==> config.mk <==
export PLATFORM = sky130hd
export DESIGN_NAME = pkt_burst_gen
export DESIGN_NICKNAME = d
export VERILOG_FILES = /design/src/rtl/pkt_gen_pkg.sv /design/src/rtl/pkt_pattern_gen.sv /design/src/rtl/pkt_burst_gen.sv
export SDC_FILE = /design/constraint.sdc
export NUM_CORES = 1
export LEC_CHECK = 0
export ABC_AREA = 1
export CORE_ASPECT_RATIO = 2
export CORE_MARGIN = 2
export CORE_UTILIZATION = 45
export DETAILED_ROUTE_END_ITERATION = 10
export GPL_ROUTABILITY_DRIVEN = 0
export HOLD_SLACK_MARGIN = 0.15
export MAX_ROUTING_LAYER = met4
export PLACE_DENSITY = 0.75
export RECOVER_POWER = 50
export SKIP_CTS_REPAIR_TIMING = 1
export SYNTH_ARGS = -nofsm -noshare
export SYNTH_HDL_FRONTEND = slang
export SYNTH_SLANG_ARGS = --single-unit
==> constraint.sdc <==
create_clock -name clk -period 7.3 [get_ports clk]
set_clock_uncertainty 0.15 [all_clocks]
set_input_delay 2.19 -clock clk [delete_from_list [all_inputs] [get_ports clk]]
set_output_delay 2.19 -clock clk [all_outputs]
set_load 0.01 [all_outputs]
==> src/rtl/pkt_gen_pkg.sv <==
// Shared constants, FSM state type and LFSR step function for the packet burst generator.
package pkt_gen_pkg;

    localparam logic [1:0]  MODE_RAMP  = 2'd0;
    localparam logic [1:0]  MODE_LFSR  = 2'd1;
    localparam logic [1:0]  MODE_CONST = 2'd2;

    localparam logic [31:0] LFSR_SEED  = 32'h0000_0001;
    // Right-shifting Galois taps for x^32 + x^22 + x^2 + x + 1
    localparam logic [31:0] LFSR_TAPS  = 32'h8020_0003;

    localparam logic [7:0]  CONST_BYTE = 8'hA5;

    typedef enum logic [1:0] {
        ST_IDLE,
        ST_SEND,
        ST_SLEEP,
        ST_DONE
    } state_e;

    // One LFSR step; the all-zero lock-up state is replaced by the seed
    function automatic logic [31:0] lfsr_step(input logic [31:0] s);
        logic [31:0] n;
        n = s[0] ? ((s >> 1) ^ LFSR_TAPS) : (s >> 1);
        return (n == 32'd0) ? LFSR_SEED : n;
    endfunction

endpackage

==> src/rtl/pkt_pattern_gen.sv <==
// Payload pattern source: owns ramp and LFSR state and formats them into lanes.
module pkt_pattern_gen
    import pkt_gen_pkg::*;
#(
    parameter int unsigned DOUT_WIDTH = 8,
    parameter int unsigned PARALLEL   = 16
) (
    input  logic                           clk,
    input  logic                           rst,
    input  logic                           advance,
    input  logic                           clear,
    input  logic [1:0]                     mode,
    output logic [DOUT_WIDTH*PARALLEL-1:0] beat_c
);

    localparam logic [DOUT_WIDTH-1:0] CONST_LANE =
        DOUT_WIDTH'({(DOUT_WIDTH / 8 + 1){CONST_BYTE}});

    logic [DOUT_WIDTH-1:0] ramp_q, ramp_d;
    logic [31:0]           lfsr_q, lfsr_d;

    // Only the pattern currently selected moves forward on a payload beat
    always_comb begin
        ramp_d = ramp_q;
        lfsr_d = lfsr_q;
        if (clear) begin
            ramp_d = '0;
        end else if (advance) begin
            case (mode)
                MODE_LFSR:  lfsr_d = lfsr_step(lfsr_q);
                MODE_CONST: begin end
                default:    ramp_d = ramp_q + DOUT_WIDTH'(PARALLEL);
            endcase
        end
    end

    always_ff @(posedge clk) begin
        if (rst) begin
            ramp_q <= '0;
            lfsr_q <= LFSR_SEED;
        end else begin
            ramp_q <= ramp_d;
            lfsr_q <= lfsr_d;
        end
    end

    always_comb begin
        beat_c = '0;
        for (int i = 0; i < int'(PARALLEL); i++) begin
            case (mode)
                MODE_LFSR:  beat_c[i*DOUT_WIDTH +: DOUT_WIDTH] = DOUT_WIDTH'(lfsr_q) ^ DOUT_WIDTH'(i);
                MODE_CONST: beat_c[i*DOUT_WIDTH +: DOUT_WIDTH] = CONST_LANE;
                default:    beat_c[i*DOUT_WIDTH +: DOUT_WIDTH] = ramp_q + DOUT_WIDTH'(i);
            endcase
        end
    end

endmodule

==> src/rtl/pkt_burst_gen.sv <==
// Framed test-packet burst generator: FSM, packet/sequence counters, header mux and output registers.
module pkt_burst_gen
    import pkt_gen_pkg::*;
#(
    parameter int unsigned DOUT_WIDTH = 8,
    parameter int unsigned PARALLEL   = 16,
    parameter int unsigned CNT_WIDTH  = 32
) (
    input  logic                           clk,
    input  logic                           rst,
    input  logic                           en,
    input  logic [1:0]                     mode,
    input  logic                           hdr_en,
    input  logic [CNT_WIDTH-1:0]           burst_len,
    input  logic [CNT_WIDTH-1:0]           sleep_write,
    input  logic [CNT_WIDTH-1:0]           n_packets,
    output logic [DOUT_WIDTH*PARALLEL-1:0] dout,
    output logic                           dout_valid,
    output logic                           dout_sof,
    output logic                           dout_eof,
    output logic [CNT_WIDTH-1:0]           pkt_count,
    output logic                           done
);

    localparam int unsigned          W   = DOUT_WIDTH * PARALLEL;
    localparam logic [CNT_WIDTH-1:0] ONE = CNT_WIDTH'(1);

    state_e               state_q, state_d;
    logic [1:0]           mode_q;
    logic                 hdr_en_q;
    logic [CNT_WIDTH-1:0] len_q, sleep_q, npkt_q;
    logic [CNT_WIDTH-1:0] beat_q, beat_d, slp_cnt_q, slp_cnt_d;
    logic [CNT_WIDTH-1:0] pkt_cnt_q, pkt_cnt_d, seq_q, seq_d;
    logic [W-1:0]         dout_q, dout_d, pattern_c, hdr_c;
    logic                 valid_q, valid_d, sof_q, sof_d, eof_q, eof_d, done_q, done_d;
    logic                 latch_c, last_c, hdr_beat_c, advance_c, clear_c;

    // A length of 0 or 1 makes every beat the last one
    assign last_c = (len_q <= ONE) || (beat_q == len_q - ONE);
    assign hdr_c  = W'({32'(len_q), 32'(seq_q)});

    pkt_pattern_gen #(
        .DOUT_WIDTH (DOUT_WIDTH),
        .PARALLEL   (PARALLEL)
    ) u_pattern (
        .clk     (clk),
        .rst     (rst),
        .advance (advance_c),
        .clear   (clear_c),
        .mode    (mode_q),
        .beat_c  (pattern_c)
    );

    always_ff @(posedge clk) begin
        if (rst) state_q <= ST_IDLE;
        else     state_q <= state_d;
    end

    // Next state; latch_c marks every edge that begins a new packet
    always_comb begin
        state_d = state_q;
        latch_c = 1'b0;
        case (state_q)
            ST_IDLE: if (en) begin
                state_d = ST_SEND;
                latch_c = 1'b1;
            end
            ST_SEND: if (last_c) begin
                if ((npkt_q != '0) && (pkt_cnt_q + ONE == npkt_q)) state_d = ST_DONE;
                else if (!en)                                      state_d = ST_IDLE;
                else if (sleep_q == '0) begin
                    state_d = ST_SEND;
                    latch_c = 1'b1;
                end else                                           state_d = ST_SLEEP;
            end
            ST_SLEEP: if (slp_cnt_q == sleep_q - ONE) begin
                state_d = en ? ST_SEND : ST_IDLE;
                latch_c = en;
            end
            ST_DONE: if (!en) state_d = ST_IDLE;
            default: state_d = ST_IDLE;
        endcase
    end

    always_comb begin
        beat_d     = beat_q;
        slp_cnt_d  = slp_cnt_q;
        pkt_cnt_d  = pkt_cnt_q;
        seq_d      = seq_q;
        dout_d     = '0;
        valid_d    = 1'b0;
        sof_d      = 1'b0;
        eof_d      = 1'b0;
        done_d     = 1'b0;
        hdr_beat_c = 1'b0;
        advance_c  = 1'b0;
        clear_c    = 1'b0;
        case (state_q)
            ST_SEND: begin
                hdr_beat_c = hdr_en_q && (beat_q == '0);
                valid_d    = 1'b1;
                sof_d      = (beat_q == '0);
                eof_d      = last_c;
                dout_d     = hdr_beat_c ? hdr_c : pattern_c;
                advance_c  = !hdr_beat_c;
                slp_cnt_d  = '0;
                if (last_c) begin
                    beat_d    = '0;
                    pkt_cnt_d = pkt_cnt_q + ONE;
                    seq_d     = seq_q + ONE;
                end else begin
                    beat_d    = beat_q + ONE;
                end
            end
            ST_SLEEP: slp_cnt_d = slp_cnt_q + ONE;
            ST_DONE: begin
                done_d = en;
                if (!en) begin
                    clear_c   = 1'b1;
                    pkt_cnt_d = '0;
                    seq_d     = '0;
                end
            end
            default: begin end
        endcase
    end

    always_ff @(posedge clk) begin
        if (rst) begin
            mode_q   <= MODE_RAMP;
            hdr_en_q <= 1'b0;
            len_q    <= '0;
            sleep_q  <= '0;
            npkt_q   <= '0;
        end else if (latch_c) begin
            mode_q   <= (mode == 2'd3) ? MODE_RAMP : mode;
            hdr_en_q <= hdr_en;
            len_q    <= burst_len;
            sleep_q  <= sleep_write;
            npkt_q   <= n_packets;
        end
    end

    always_ff @(posedge clk) begin
        if (rst) begin
            beat_q    <= '0;
            slp_cnt_q <= '0;
            pkt_cnt_q <= '0;
            seq_q     <= '0;
            dout_q    <= '0;
            valid_q   <= 1'b0;
            sof_q     <= 1'b0;
            eof_q     <= 1'b0;
            done_q    <= 1'b0;
        end else begin
            beat_q    <= beat_d;
            slp_cnt_q <= slp_cnt_d;
            pkt_cnt_q <= pkt_cnt_d;
            seq_q     <= seq_d;
            dout_q    <= dout_d;
            valid_q   <= valid_d;
            sof_q     <= sof_d;
            eof_q     <= eof_d;
            done_q    <= done_d;
        end
    end

    assign dout       = dout_q;
    assign dout_valid = valid_q;
    assign dout_sof   = sof_q;
    assign dout_eof   = eof_q;
    assign pkt_count  = pkt_cnt_q;
    assign done       = done_q;

endmodule

# After elaboration in Yosys (flattened, before gate mapping)
# Cells that the tools add are included.
# totals
input_bits	102
word_cells	141
ff_bits	401
out_inout_bits	164
# classes
n_lt_le_gt_ge	1
bitwise_logic	20
n_eq_ne	13
reduce_logical	20
n_addsub	22
n_mux	47
# ops
cell	count
$pmux W8 S2	16
$mux W32	6
$pmux W32 S2	3
$add A32 B1 Y32 const B	4
$eq A32 B32 Y1	3
$logic_not A32 Y1	3
$add A8 B4 Y8 const B	8
$mux W64	1
$sub A32 B1 Y32 const B	2
$add A8 B3 Y8 const B	4
$le A32 B1 Y1 const B	1
$reduce_bool A32 Y1	1
$add A8 B2 Y8 const B	2
$mux W2	8
$not A2 Y2	6
$not A3 Y3	4
$mux W1	11
$add A8 B1 Y8 const B	1
$add A8 B5 Y8 const B	1
$eq A2 B2 Y1 const B	4
$ne A2 B2 Y1 const B	4
$not A1 Y1	8
$pmux W2 S4	1
$reduce_or A2 Y1	4
13 further kinds	17

# Longest topological paths before layout
# depth
depth_word	6
ltp_mapped	23
mapped_depth_nobuf	20

# Cells and area by module
# Synthesis repeated with hierarchy kept, for this count alone.
# unflattened
hier_cells	3255
area_unflattened_um2	22064.9
# modules_own_cells
mod	cells_each	area_each_um2	seq_area_each_um2	instances
pkt_burst_gen	2923	19523.7	7226.9	1
pkt_pattern_gen	332	2541.2	720.7	1

# Worst setup path after synthesis
# Ideal clock, no wire load.
# synth_timing
path_type	input-to-reg
startpoint	input port rst
endpoint	register dout_q[10] (netlist: dout[10])
t_arrival_ns	3.219
path_buffers	2
cell_stages	5
required_time_ns	7.076
setup_time_ns	0.074
path_slack_ns	3.856
path_cell_list	clkbuf_1 > nor2_1 > nand3_1 > clkbuf_1 > o21ai_0
# synth_between
elab_chain_cells	1
# synth_rtl
element	line_no	source
start, declared	pkt_burst_gen.sv:10	input logic rst,
$reduce_or A2 Y1 (no source line)	--	
end signal, assigned	pkt_burst_gen.sv:160	dout_q <= dout_d;
end, declared	pkt_burst_gen.sv:34	logic [W-1:0] dout_q, dout_d, pattern_c, hdr_c;
# Every way passes these cells.
# A chain may end at the register's enable or synchronous reset.

==> out/results.txt <==
Main synth FF type -> dfxtp_1
Hold Vio Cnt, Final -> 0
min cycle time layout -> 5.71 ns
Detailed Place HPWL -> 45.6 mm
max-cap violations -> 4
wire per inst -> 16.0 um
synthesized area per cell -> 6.36 um2
vias per cell -> 5.32
Critical Path RT -> 7.62 ns
clock power share -> 24.2%
Area contributors post-synth -> dfxtp_1, nand2_1, nor2_1, inv_1, a21oi_1
Routed Antenna Nets -> 0
Inserted Clock Buffers -> 30
sequential power share -> 34.9%
H-Tree Depth -> 1
Bufs and invs on worst path -> 4
RSZ-0062 raised after global routing -> false
layout cells sized above 1 -> 3.04%
crit-path max FO -> 67
Slew HR -> -60.1%
Sw Ratio -> 42.3%
Synth Register Bits -> 344
Hold Path Class -> register to register
CP Class -> input pin to register
pin count of the biggest net entering global routing -> 199
critical path's slowest cell -> clkinvlp_2
met1 WL -> 22.0 mm
vias in the first global route -> 19,000
combinational share of power -> 41.0%
initial antenna violation count -> 1
fmax -> 175 MHz
worst vdd ir -> 242 uV
Slew Limit Fails -> 242
cell mode on critical path -> clkbuf_1
Worst path top cell family by delay -> buffers and inverters
most frequent cell after synthesis -> nand2_1
Leak Pwr -> 0.00990 uW
Post-synth top cells -> nand2_1, nor2_1, inv_1
final core occ -> 53.7%
Area Growth Syn to Fin -> 18.0%
die height -> 300 um
final WL -> 61.1 mm
gr usage total -> 26.4%
CTS tree -> yes
first-pass GRT wire length -> 95.8 mm
storage element area -> 6890 um2
clk sink count -> 344
buffer depth of the longest clock path -> 3
WL met2 -> 31.4 mm
Yosys top cell area share -> 34.9%
CP cell instances -> clkbuf_1 -> clkinvlp_2 -> nand2_1 -> clkbuf_1 -> inv_1 -> o21ai_0 -> a21oi_1
Top Metal Used -> met4
status -> finished, violations left
Worst-path clk slew -> 0.07 ns
DR iter-0 viols -> 1,324
Final Net Count -> 3,349
fraction of registers with async set/reset -> 0%
internal power -> 4320 uW
sequential fraction of the synthesis area -> 34.9%
standard-cell rows -> 108
DIE WIDTH -> 152 um
setup tns final -> 0 ns
Tot Pwr -> 7490 uW
number of top-level design ports -> 266
metal3 WL -> 3.28 mm
Unique masters post-synth -> 44
fill cell count -> 4,325
multi-input logic area -> 10,400 um2
Tightest Pin Transition -> 2.40 ns
yosys warns -> 0
CP Capture Type -> register
fin crit share -> 78.2%
CP arrival -> 6.03 ns
Starting Density -> 45.5%
failing checks -> max-capacitance violations, max-slew violations
Die Area -> 45,700 um2
Port Buffers -> 265
CTS root buffer -> clkbuf_16
PwrDens -> 322 nW/um2
Synth Instances -> 3,102
slowest stage delay, CP -> 1.78 ns
worst skew pair latency -> 0.61 ns
post-synth top area cell -> dfxtp_1
Hold WS -> 0.325 ns
core region area -> 43,400 um2
Mapped Area -> 19,700 um2
grt ovf -> 0
Pre-antenna DRT Iters -> 6
# DRC -> 0
Final setup viols -> 0
number of enable flip-flop cells after synthesis -> 0
net switching power -> 3170 uW
via count -> 20,300
crit path launch type -> input pin
syn_nets -> 3,219
## worst paths after layout
check	start	endpoint	slack [ns]	cells after the start
max	rst	beat_q[28]$_SDFFE_PP0P_	1.59	7
min	u_pattern.lfsr_q[9]$_SDFFE_PP0P_	u_pattern.lfsr_q[8]$_SDFFE_PP0P_	0.33	2
max reg2reg	len_q[0]$_SDFFE_PP0P_	beat_q[28]$_SDFFE_PP0P_	2.41	20
min reg2reg	u_pattern.lfsr_q[9]$_SDFFE_PP0P_	u_pattern.lfsr_q[8]$_SDFFE_PP0P_	0.33	2
## sequential cells by signal, summed over array words and instances (netlist names)
name,flops
dout,75
beat_q,32
len_q,32
npkt_q,32
pkt_count,32
seq_q,32
sleep_q,32
slp_cnt_q,32
u_pattern.lfsr_q,32
u_pattern.ramp_q,4
mode_q,2
state_q,2
done,1
dout_eof,1
dout_sof,1
dout_valid,1
hdr_en_q,1
## worst min-delay path, stage by stage, from the launching register on
cell and delay, ns:
dfxtp_1 0.32, nand2_1 0.06, a21oi_1 0.05
## logic make-up (layout without fill, tap and decap cells)
group	Yosys count	after routing	share of synthesized area, %
simple gates	1649	1649	35.6
buf+inv	559	713	12.3
compound gates	425	425	11.1
flops	344	344	34.9
xor+xnor	110	110	5.17
fa+ha+maj	15	15	0.951
other cells	0	1	0
## stage by stage
| step | instance area, um2 | setup WS, ns | instances |
|---|---|---|---|
| 2_1_floorplan | 19700 | 3.86 | 3102 |
| 3_3_place_gp | 22200 | 2.46 | 3750 |
| 3_5_place_dp | 22200 | 2.43 | 3750 |
| 4_1_cts | 23300 | 2.80 | 3806 |
| 5_1_grt | 23300 | 1.23 | 3807 |
| 6_report | 23300 | 1.59 | 3807 |
## cells in the final DEF, fill, tap and decap left out, drive strengths merged, types with 2 or more instances in the layout
cell type / count
a21oi: 248
a31oi: 2
and2: 5
buf: 5
bufinv: 7
clkbuf: 40
clkdlybuf4s50: 160
clkinv: 14
clkinvlp: 4
dfxtp: 344
dlygate4sd3: 104
ha: 15
inv: 379
nand2: 732
nand3: 247
nand3b: 23
nand4: 55
nor2: 478
nor3: 61
nor3b: 6
nor4: 35
o21a: 4
o21ai: 151
o21bai: 14
or2: 5
xnor2: 33
xnor3: 2
xor2: 73
xor3: 2
## power by group through the flow
stage               sequential (uW)  combinational, uW  clock (uW)
floorplan                      2510               2260           0
global placement               2640               3010           0
detailed placement             2640               3050           0
CTS                            2600               3060        1840
global route                   2640               3450        1900
finish                         2610               3070        1810
## layout make-up
class,instances,share of cell area [%]
diodes,1,0.0107
clock buffers,35,3.43
repair buffers,274,11.6
multi-input cells,2199,44.8
inverters,383,6.20
well taps,550,2.95
clock inverters,21,1.41
flip-flops and latches,344,29.6
## metal layers
metal	vias up	GRT usage (%)
met2	841	48.2
li1	10100	-
met3	263	2.84
met5	-	-
met4	0	17.6
met1	9083	26.3
(Power assumes the default switching activity.)
